$ cat src/rtl/ram_port_arbiter.sv
// ram_port_arbiter
//   Shares one single-port synchronous data RAM between the CPU load/store path and the
//   VGA display reader. One access is granted per cycle. VGA wins by default, but a CPU
//   request that has waited MAX_WAIT cycles is forced through. Read data returns one cycle
//   after the grant and is routed to the requester that issued the read.
//
// Ports
//   clk, reset                 clock (rising edge), asynchronous active-high reset
//   cpu_req/we/addr/wdata      CPU access request (level, held until granted)
//   cpu_gnt, cpu_stall         CPU issued this cycle / CPU request denied this cycle
//   cpu_rvalid, cpu_rdata      CPU read return (zero when not valid)
//   vga_req/addr               VGA read request
//   vga_gnt                    VGA read issued this cycle
//   vga_rvalid, vga_rdata      VGA read return (zero when not valid)
//   ram_addr/wdata/we          RAM command from the winner (all zero when idle)
//   ram_rdata                  RAM synchronous read data
//   vga_miss_cnt               saturating count of denied VGA requests
module ram_port_arbiter #(
    parameter int unsigned AW       = 8,
    parameter int unsigned DW       = 8,
    parameter int unsigned MAX_WAIT = 3
) (
    input  logic          clk,
    input  logic          reset,
    input  logic          cpu_req,
    input  logic          cpu_we,
    input  logic [AW-1:0] cpu_addr,
    input  logic [DW-1:0] cpu_wdata,
    output logic          cpu_gnt,
    output logic          cpu_stall,
    output logic          cpu_rvalid,
    output logic [DW-1:0] cpu_rdata,
    input  logic          vga_req,
    input  logic [AW-1:0] vga_addr,
    output logic          vga_gnt,
    output logic          vga_rvalid,
    output logic [DW-1:0] vga_rdata,
    output logic [AW-1:0] ram_addr,
    output logic [DW-1:0] ram_wdata,
    output logic          ram_we,
    input  logic [DW-1:0] ram_rdata,
    output logic [7:0]    vga_miss_cnt
);

    localparam logic [3:0] MaxWait = 4'(MAX_WAIT);

    logic [3:0] wait_cnt_q, wait_cnt_d;
    logic [1:0] rtag_q, rtag_d;
    logic [7:0] miss_cnt_q, miss_cnt_d;
    logic       force_cpu;

    // Arbitration and RAM command mux
    always_comb begin
        force_cpu = cpu_req & (wait_cnt_q == MaxWait);
        vga_gnt   = vga_req & ~force_cpu;
        cpu_gnt   = cpu_req & ~vga_gnt;
        cpu_stall = cpu_req & ~cpu_gnt;

        ram_addr  = '0;
        ram_wdata = '0;
        ram_we    = 1'b0;
        if (vga_gnt) begin
            ram_addr = vga_addr;
        end else if (cpu_gnt) begin
            ram_addr  = cpu_addr;
            ram_we    = cpu_we;
            ram_wdata = cpu_wdata;
        end
    end

    // Next-state logic
    always_comb begin
        wait_cnt_d = wait_cnt_q;
        if (!cpu_req || cpu_gnt) begin
            wait_cnt_d = '0;
        end else if (wait_cnt_q < MaxWait) begin
            wait_cnt_d = wait_cnt_q + 4'd1;
        end

        // Bit 1 tags a VGA read, bit 0 a CPU read; writes return nothing.
        rtag_d = {vga_gnt, cpu_gnt & ~cpu_we};

        miss_cnt_d = miss_cnt_q;
        if (vga_req && !vga_gnt && miss_cnt_q != 8'hFF) begin
            miss_cnt_d = miss_cnt_q + 8'd1;
        end
    end

    always_ff @(posedge clk or posedge reset) begin
        if (reset) begin
            wait_cnt_q <= '0;
            rtag_q     <= '0;
            miss_cnt_q <= '0;
        end else begin
            wait_cnt_q <= wait_cnt_d;
            rtag_q     <= rtag_d;
            miss_cnt_q <= miss_cnt_d;
        end
    end

    // Read return routing
    always_comb begin
        cpu_rvalid   = rtag_q[0];
        vga_rvalid   = rtag_q[1];
        cpu_rdata    = rtag_q[0] ? ram_rdata : '0;
        vga_rdata    = rtag_q[1] ? ram_rdata : '0;
        vga_miss_cnt = miss_cnt_q;
    end

endmodule

$ cat config.mk
export PLATFORM = sky130hd
export DESIGN_NAME = ram_port_arbiter
export DESIGN_NICKNAME = d
export VERILOG_FILES = /design/src/rtl/ram_port_arbiter.sv
export SDC_FILE = /design/constraint.sdc
export NUM_CORES = 1
export LEC_CHECK = 0
export ABC_AREA = 1
export BUFFER_PORTS_ARGS = -buffer_cell sky130_fd_sc_hd__clkbuf_2
export CAP_MARGIN = 20
export CORE_MARGIN = 1
export CORE_UTILIZATION = 44
export CTS_BUF_LIST = sky130_fd_sc_hd__clkbuf_8
export DETAILED_ROUTE_END_ITERATION = 8
export PLACE_DENSITY = 0.9
export SLEW_MARGIN = 20
export SYNTH_ARGS = -nofsm -noshare
export SYNTH_HDL_FRONTEND = slang
export SYNTH_SLANG_ARGS = --single-unit
$ cat constraint.sdc
create_clock -name clk -period 3.8 [get_ports clk]
set_clock_uncertainty 0.05 [all_clocks]
set_input_delay 0.19 -clock clk [delete_from_list [all_inputs] [get_ports clk]]
set_output_delay 0.19 -clock clk [all_outputs]
set_load 0.01 [all_outputs]
==> impl_metrics.json, run 1 <==
{
  "fmax_mhz": 537,
  "setup_viol": 0,
  "drtAntennaViolNets": 0,
  "cpPeakStageDelay_ps": 400,
  "drv_cap": 0,
  "cts_hold_buf": 1,
  "vdd_drop_max_mv": 0.238,
  "cts.htree.levels": 1,
  "synth_flop_cell": "dfrtp_1",
  "hp-class": "in -> reg",
  "crit_chain": "nor2_2 > nand3_2 > nand2_4 > nand2_4 > o21ai_0 > clkbuf_2",
  "finalHoldViolations": 0,
  "syn-cell-area_mm2": 0.00111,
  "syn_to_final_growth_pct": 44.1,
  "cts_buffers": 3,
  "yosys.area.top_type_share_pct": 31.6,
  "hold_end": "rtag_q[0]$_DFF_PP0_",
  "min_from": "cpu_we",
  "synth_commonest_cells": "63 x nand2_1, 49 x inv_1, 14 x dfrtp_1",
  "cts_tree": "built",
  "path_class": "reg -> out",
  "p_leak_nw": 1.11,
  "layout.nets": 304,
  "via_per_inst": 4.42,
  "num_vias": 1290,
  "finalCriticalPeriod_ps": 1860,
  "pin_count": 83,
  "post-route-period-util_pct": 49.0,
  "ys_seq_area_share_pct": 31.6,
  "regToRegSetupSlack_ps": 2320,
  "grt_pass1_vias": 1096,
  "fin_cells": 292,
  "tns_ps": 0,
  "tightest_slew_ps": 525,
  "cp_num_buf_inv": 1,
  "finalPower_w": 0.000391,
  "overflow": 0,
  "ff2ff_path_depth": 6,
  "final_core_util_pct": 69.4,
  "worstHoldPathCells": 2,
  "dr.first_iter.drc_count": 26,
  "synth.distinct_cells": 18,
  "grt_first_pass_wirelength_um": 4430,
  "synth.avg_cell_area_um2": 6.15,
  "initial_core_util_pct": 48.2,
  "track_usage_pct": 22.2,
  "cts_resized": 0,
  "path_clk_slew_ps": 60,
  "gp_congestion": 0.847,
  "synthesis.nets": 219,
  "rsz0062_at_grt": "no",
  "yosys_warnings": 0,
  "rr_startpoint": "vga_miss_cnt[0]$_DFFE_PP0P_",
  "core_mm2": 0.00230,
  "status": "finished clean",
  "insertion_delay_ps": 250,
  "drc_errors": 0,
  "synth.area.top_cells": "dfrtp_1 32%, nand2_1 21%, inv_1 17%",
  "ys_seq_elements": 14,
  "drive_above_1_share_pct": 38.6,
  "fp.dieH_um": 52.2,
  "relSlewSlack_pct": 65.0,
  "powerDensity_mw_per_mm2": 245,
  "die_w_um": 52.2,
  "place_inst": 287,
  "cp_common_cell": "nand2_4",
  "crit_arrival_ps": 1620,
  "cts_setup_buffers": 0,
  "drt_wl_total_um": 2820,
  "synth_edf_count": 0,
  "worstReg2RegEnd": "vga_miss_cnt[2]$_DFFE_PP0P_",
  "path_depth": 6,
  "n_antenna_cell": 0,
  "syn-instance-count": 180,
  "rows": 17,
  "yosysMostFrequentCell": "nand2_1",
  "cp_slowest_cell": "dfrtp_1",
  "worst_ep_required_time_ps": 3560,
  "endpoint_kind": "output port",
  "synth_largest_area_cell": "dfrtp_1",
  "antenna_found_initial": 0,
  "wl_per_cell_um": 9.65,
  "dieArea_mm2": 0.00272,
  "slew_violations": 0,
  "cts_buffer_depth": 2,
  "grt_max_degree": 20,
  "crit_family": "simple AND/OR/NAND/NOR gates",
  "synth-async-reset-ratio_pct": 100,
  "worstPathMaxFanout": 19,
  "critPathLaunchType": "flop",
  "cts_root_buf": "clkbuf_8",
  "portBuffers": 82,
  "dp_hpwl_um": 2220,
  "cts.sinks": 14,
  "first_pass_iters": 4
}
==> kinds of logic (layout without fill, tap and decap cells) <==
group	count (synthesis)	in the layout	synth area share (%)
DFF	14	14	31.6
buffers and inverters	53	137	19.0
xor gates and xnor gates	3	3	2.37
and+or+nand+nor	95	95	38.9
AOI/OAI and AO/OA	13	13	5.88
adders and majority gates	2	2	2.26
==> where the power goes <==
part / switching (W) / leakage (nW) / internal [W]
Clock: 0.0000545 / 0.0288 / 0.0000918
Combinational: 0.0000481 / 0.886 / 0.0000383
Sequential: 0.00000530 / 0.191 / 0.000153
==> layer usage <==
layer	wire, um	track usage (%)	vias to the layer above
met2	1440	40.4	50
li1	-	-	686
met4	49	9.21	0
met1	1130	24.3	548
met5	0	0	-
met3	202	5.26	6
==> registers in the layout, summed over array words and instances, names as in the netlist <==
name,count
wait_cnt_q,4
rtag_q,2
vga_miss_cnt,8
==> final cells by class <==
| cell class | count | area, um^2 |
|---|---|---|
| fillers | 206 | 702 |
| flip-flops and latches | 14 | 350 |
| well taps | 28 | 35.0 |
| repair buffers | 83 | 420 |
| multi-input cells | 113 | 547 |
| clock buffers | 4 | 55.1 |
| inverters | 50 | 188 |
==> how the worst max path moves through the flow <==
stage | from | endpoint | slack (ps)
final | wait_cnt_q[3]$_DFFE_PP0P_ | ram_addr[7] | 1940
after detailed placement | wait_cnt_q[3]$_DFFE_PP0P_ | ram_addr[7] | 2190
after CTS | wait_cnt_q[3]$_DFFE_PP0P_ | ram_addr[7] | 1920
after global placement | wait_cnt_q[3]$_DFFE_PP0P_ | ram_addr[7] | 2190
after floorplan | wait_cnt_q[3]$_DFFE_PP0P_ | ram_addr[0] | 2460
after global routing | wait_cnt_q[3]$_DFFE_PP0P_ | ram_addr[7] | 1820
==> per-stage QoR <==
step           worst slack (ps)  hold WS [ps]  cell area, um^2
2_1_floorplan              2460          29.2             1110
3_3_place_gp               2190           179             1530
3_5_place_dp               2190           183             1530
4_1_cts                    1920          56.4             1600
5_1_grt                    1820          56.7             1600
6_report                   1940          61.1             1600
==> layout by cell type (no fill, tap or decap) <==
cell / count
inv_2: 1
xnor2_1: 2
nand4_1: 3
xor2_1: 1
clkbuf_2: 82
clkbuf_8: 4
nand2_4: 2
nand2_1: 63
dlygate4sd3_1: 1
nand2_2: 1
ha_1: 2
nor2_4: 2
nand3_2: 1
nor2_2: 9
nand3_1: 4
dfrtp_1: 14
inv_1: 49
o21ai_0: 13
nor2_1: 10
Power figures use the tool's default switching activity.
==> run 2, diff against run 1 <==
- CORE_UTILIZATION: 44 -> 37
- PLACE_DENSITY: 0.9 -> 0.81
- clock period: 3.8 -> 1.5 ns (I/O delays scaled with it)
==> run 2 against run 1 <==
Net effect:
- worst hold slack gained 76 ps
- critical endpoint is now ram_addr[3]
- wire length grew 14%
- sequential power grew to 2.5 times the previous value
- combinational power grew to 3.2 times the previous value
- the flow now finishes with violations (DRC, setup timing)
- cell count grew 5.1%
- clock-buffer cell count is the same
- clock power grew to 2.5 times the previous value
- non-clock buffer count grew 10
==> impl_metrics.json, run 2 (synthesized netlist as in run 1, its figures left out) <==
{
  "portBuffers": 82,
  "critPathLaunchType": "flop",
  "track_usage_pct": 20.2,
  "cts_buffers": 3,
  "drt_wl_total_um": 3200,
  "pin_count": 83,
  "min_from": "vga_req",
  "finalCriticalPeriod_ps": 1570,
  "dieArea_mm2": 0.00322,
  "gp_congestion": 0.778,
  "p_leak_nw": 1.18,
  "worstHoldPathCells": 3,
  "hp-class": "in -> reg",
  "ff2ff_path_depth": 7,
  "tns_ps": -798,
  "n_antenna_cell": 0,
  "cp_num_buf_inv": 2,
  "crit_family": "flip-flops",
  "dp_hpwl_um": 2270,
  "worstPathMaxFanout": 10,
  "wl_per_cell_um": 10.4,
  "regToRegSetupSlack_ps": 110,
  "cts.sinks": 14,
  "place_inst": 293,
  "grt_max_degree": 15,
  "post-route-period-util_pct": 105,
  "die_w_um": 56.7,
  "layout.nets": 316,
  "worst_ep_required_time_ps": 1370,
  "nFillCells": 252,
  "cts_root_buf": "clkbuf_8",
  "rr_startpoint": "wait_cnt_q[3]$_DFFE_PP0P_",
  "num_vias": 1412,
  "grt_first_pass_wirelength_um": 5130,
  "hold_end": "wait_cnt_q[2]$_DFFE_PP0P_",
  "cpPeakStageDelay_ps": 380,
  "finalHoldViolations": 0,
  "overflow": 0,
  "cts_buffer_depth": 2,
  "drive_above_1_share_pct": 42.8,
  "final.setup.worst_slack_ps": -69.2,
  "relSlewSlack_pct": 64.5,
  "drc_errors": 17,
  "crit_arrival_ps": 1440,
  "core_mm2": 0.00281,
  "largest_reg_flops": 8,
  "cp_slowest_cell": "dfrtp_1",
  "first_pass_iters": 6,
  "vdd_drop_max_mv": 0.547,
  "dr.first_iter.drc_count": 54,
  "drv_cap": 0,
  "status": "finished, violations left",
  "final_common_cell": "clkbuf_2",
  "finalPower_w": 0.00104,
  "initial_core_util_pct": 39.5,
  "fp.dieH_um": 56.7,
  "path_class": "reg -> out",
  "powerDensity_mw_per_mm2": 580,
  "rows": 19,
  "endpoint_kind": "output port",
  "syn_to_final_growth_pct": 61.6,
  "startpoint": "wait_cnt_q[0]$_DFFE_PP0P_",
  "path_clk_slew_ps": 60,
  "antenna_found_initial": 0,
  "cts.htree.levels": 1,
  "slew_violations": 0,
  "final_core_util_pct": 63.8,
  "rsz0062_at_grt": "yes",
  "pre_cts_ws_ps": 76.7,
  "final_cell_mix": "71 x clkbuf_2, 63 x nand2_1, 49 x inv_1",
  "drtAntennaViolNets": 0,
  "fin_cells": 307,
  "cts_tree": "built",
  "worstReg2RegEnd": "vga_miss_cnt[0]$_DFFE_PP0P_",
  "fmax_mhz": 637,
  "crit_chain": "ha_2 > nand3_4 > nand2_8 > inv_6 > nand2_1 > o21ai_2 > clkbuf_2",
  "insertion_delay_ps": 250,
  "violations": "DRC, setup timing",
  "tightest_slew_ps": 533,
  "setup_viol": 18,
  "grt_pass1_vias": 1236,
  "via_per_inst": 4.60
}
[run 2: changes by cell type in the layout (fill, tap and decap cells not counted), moves of 3 or more]
| cell | change |
|---|---|
| clkbuf_2 | -11 |
| buf_2 | +8 |
| o21ai_1 | +4 |
| buf_6 | +3 |
| nand2_8 | +3 |
| buf_4 | +9 |
| o21ai_2 | +4 |
| nor2_4 | +3 |
| o21ai_0 | -8 |
| nor2_2 | -3 |
[run 2: metrics by stage]
step | hold WS (ps) | instance area, um^2
3_3_place_gp | 75.9 | 1560
5_1_grt | 162 | 1790
4_1_cts | 97.3 | 1710
3_5_place_dp | 83.0 | 1560
6_report | 137 | 1790
2_1_floorplan | -85.8 | 1110
[run 2: tightest hold or removal path, stage by stage]
cell and delay (ps):
clkbuf_2 150, nand2_1 130, nor2_1 40
[run 2: how the worst max path moves through the flow]
stage / endpoint / slack [ps] / cells after the start
after floorplan: vga_miss_cnt[0]$_DFFE_PP0P_ / 220 / 6
after global placement: ram_addr[6] / 150 / 6
after detailed placement: ram_addr[2] / 80 / 6
after CTS: ram_addr[1] / -120 / 6
after global routing: ram_addr[7] / -150 / 6
final: ram_addr[3] / -70 / 7
[run 2: timing repair]
action,4_1_cts,5_1_grt
pin swaps,6,5
gates cloned,1,1
endpoints found under the hold margin,15,0
gates resized for setup,13,23
setup buffers,5,1
endpoints found under the setup margin,19,21
hold buffers,2,0
[run 2: layout make-up]
cell class	instances	area, um^2	area share [%]
Inverter	50	193	10.8
Multi-Input combinational cell	115	636	35.5
Timing Repair Buffer	93	517	28.9
Clock buffer	4	55.1	3.08
Sequential cell	14	350	19.6
Tap cell	31	38.8	2.17
[run 2: routing by layer]
layer	global-route usage, %	vias to the layer above	routed length [um]
li1	-	713	-
met5	0	-	0
met1	21.5	634	1220
met4	6.07	0	48
met2	38.8	61	1740
met3	4.84	4	196
[run 2: power by group]
group	internal (W)	leakage [nW]	switching, W
clock network	0.000233	0.0288	0.000136
logic	0.000121	0.960	0.000151
registers	0.000387	0.191	0.0000100
total	0.000741	1.18	0.000297
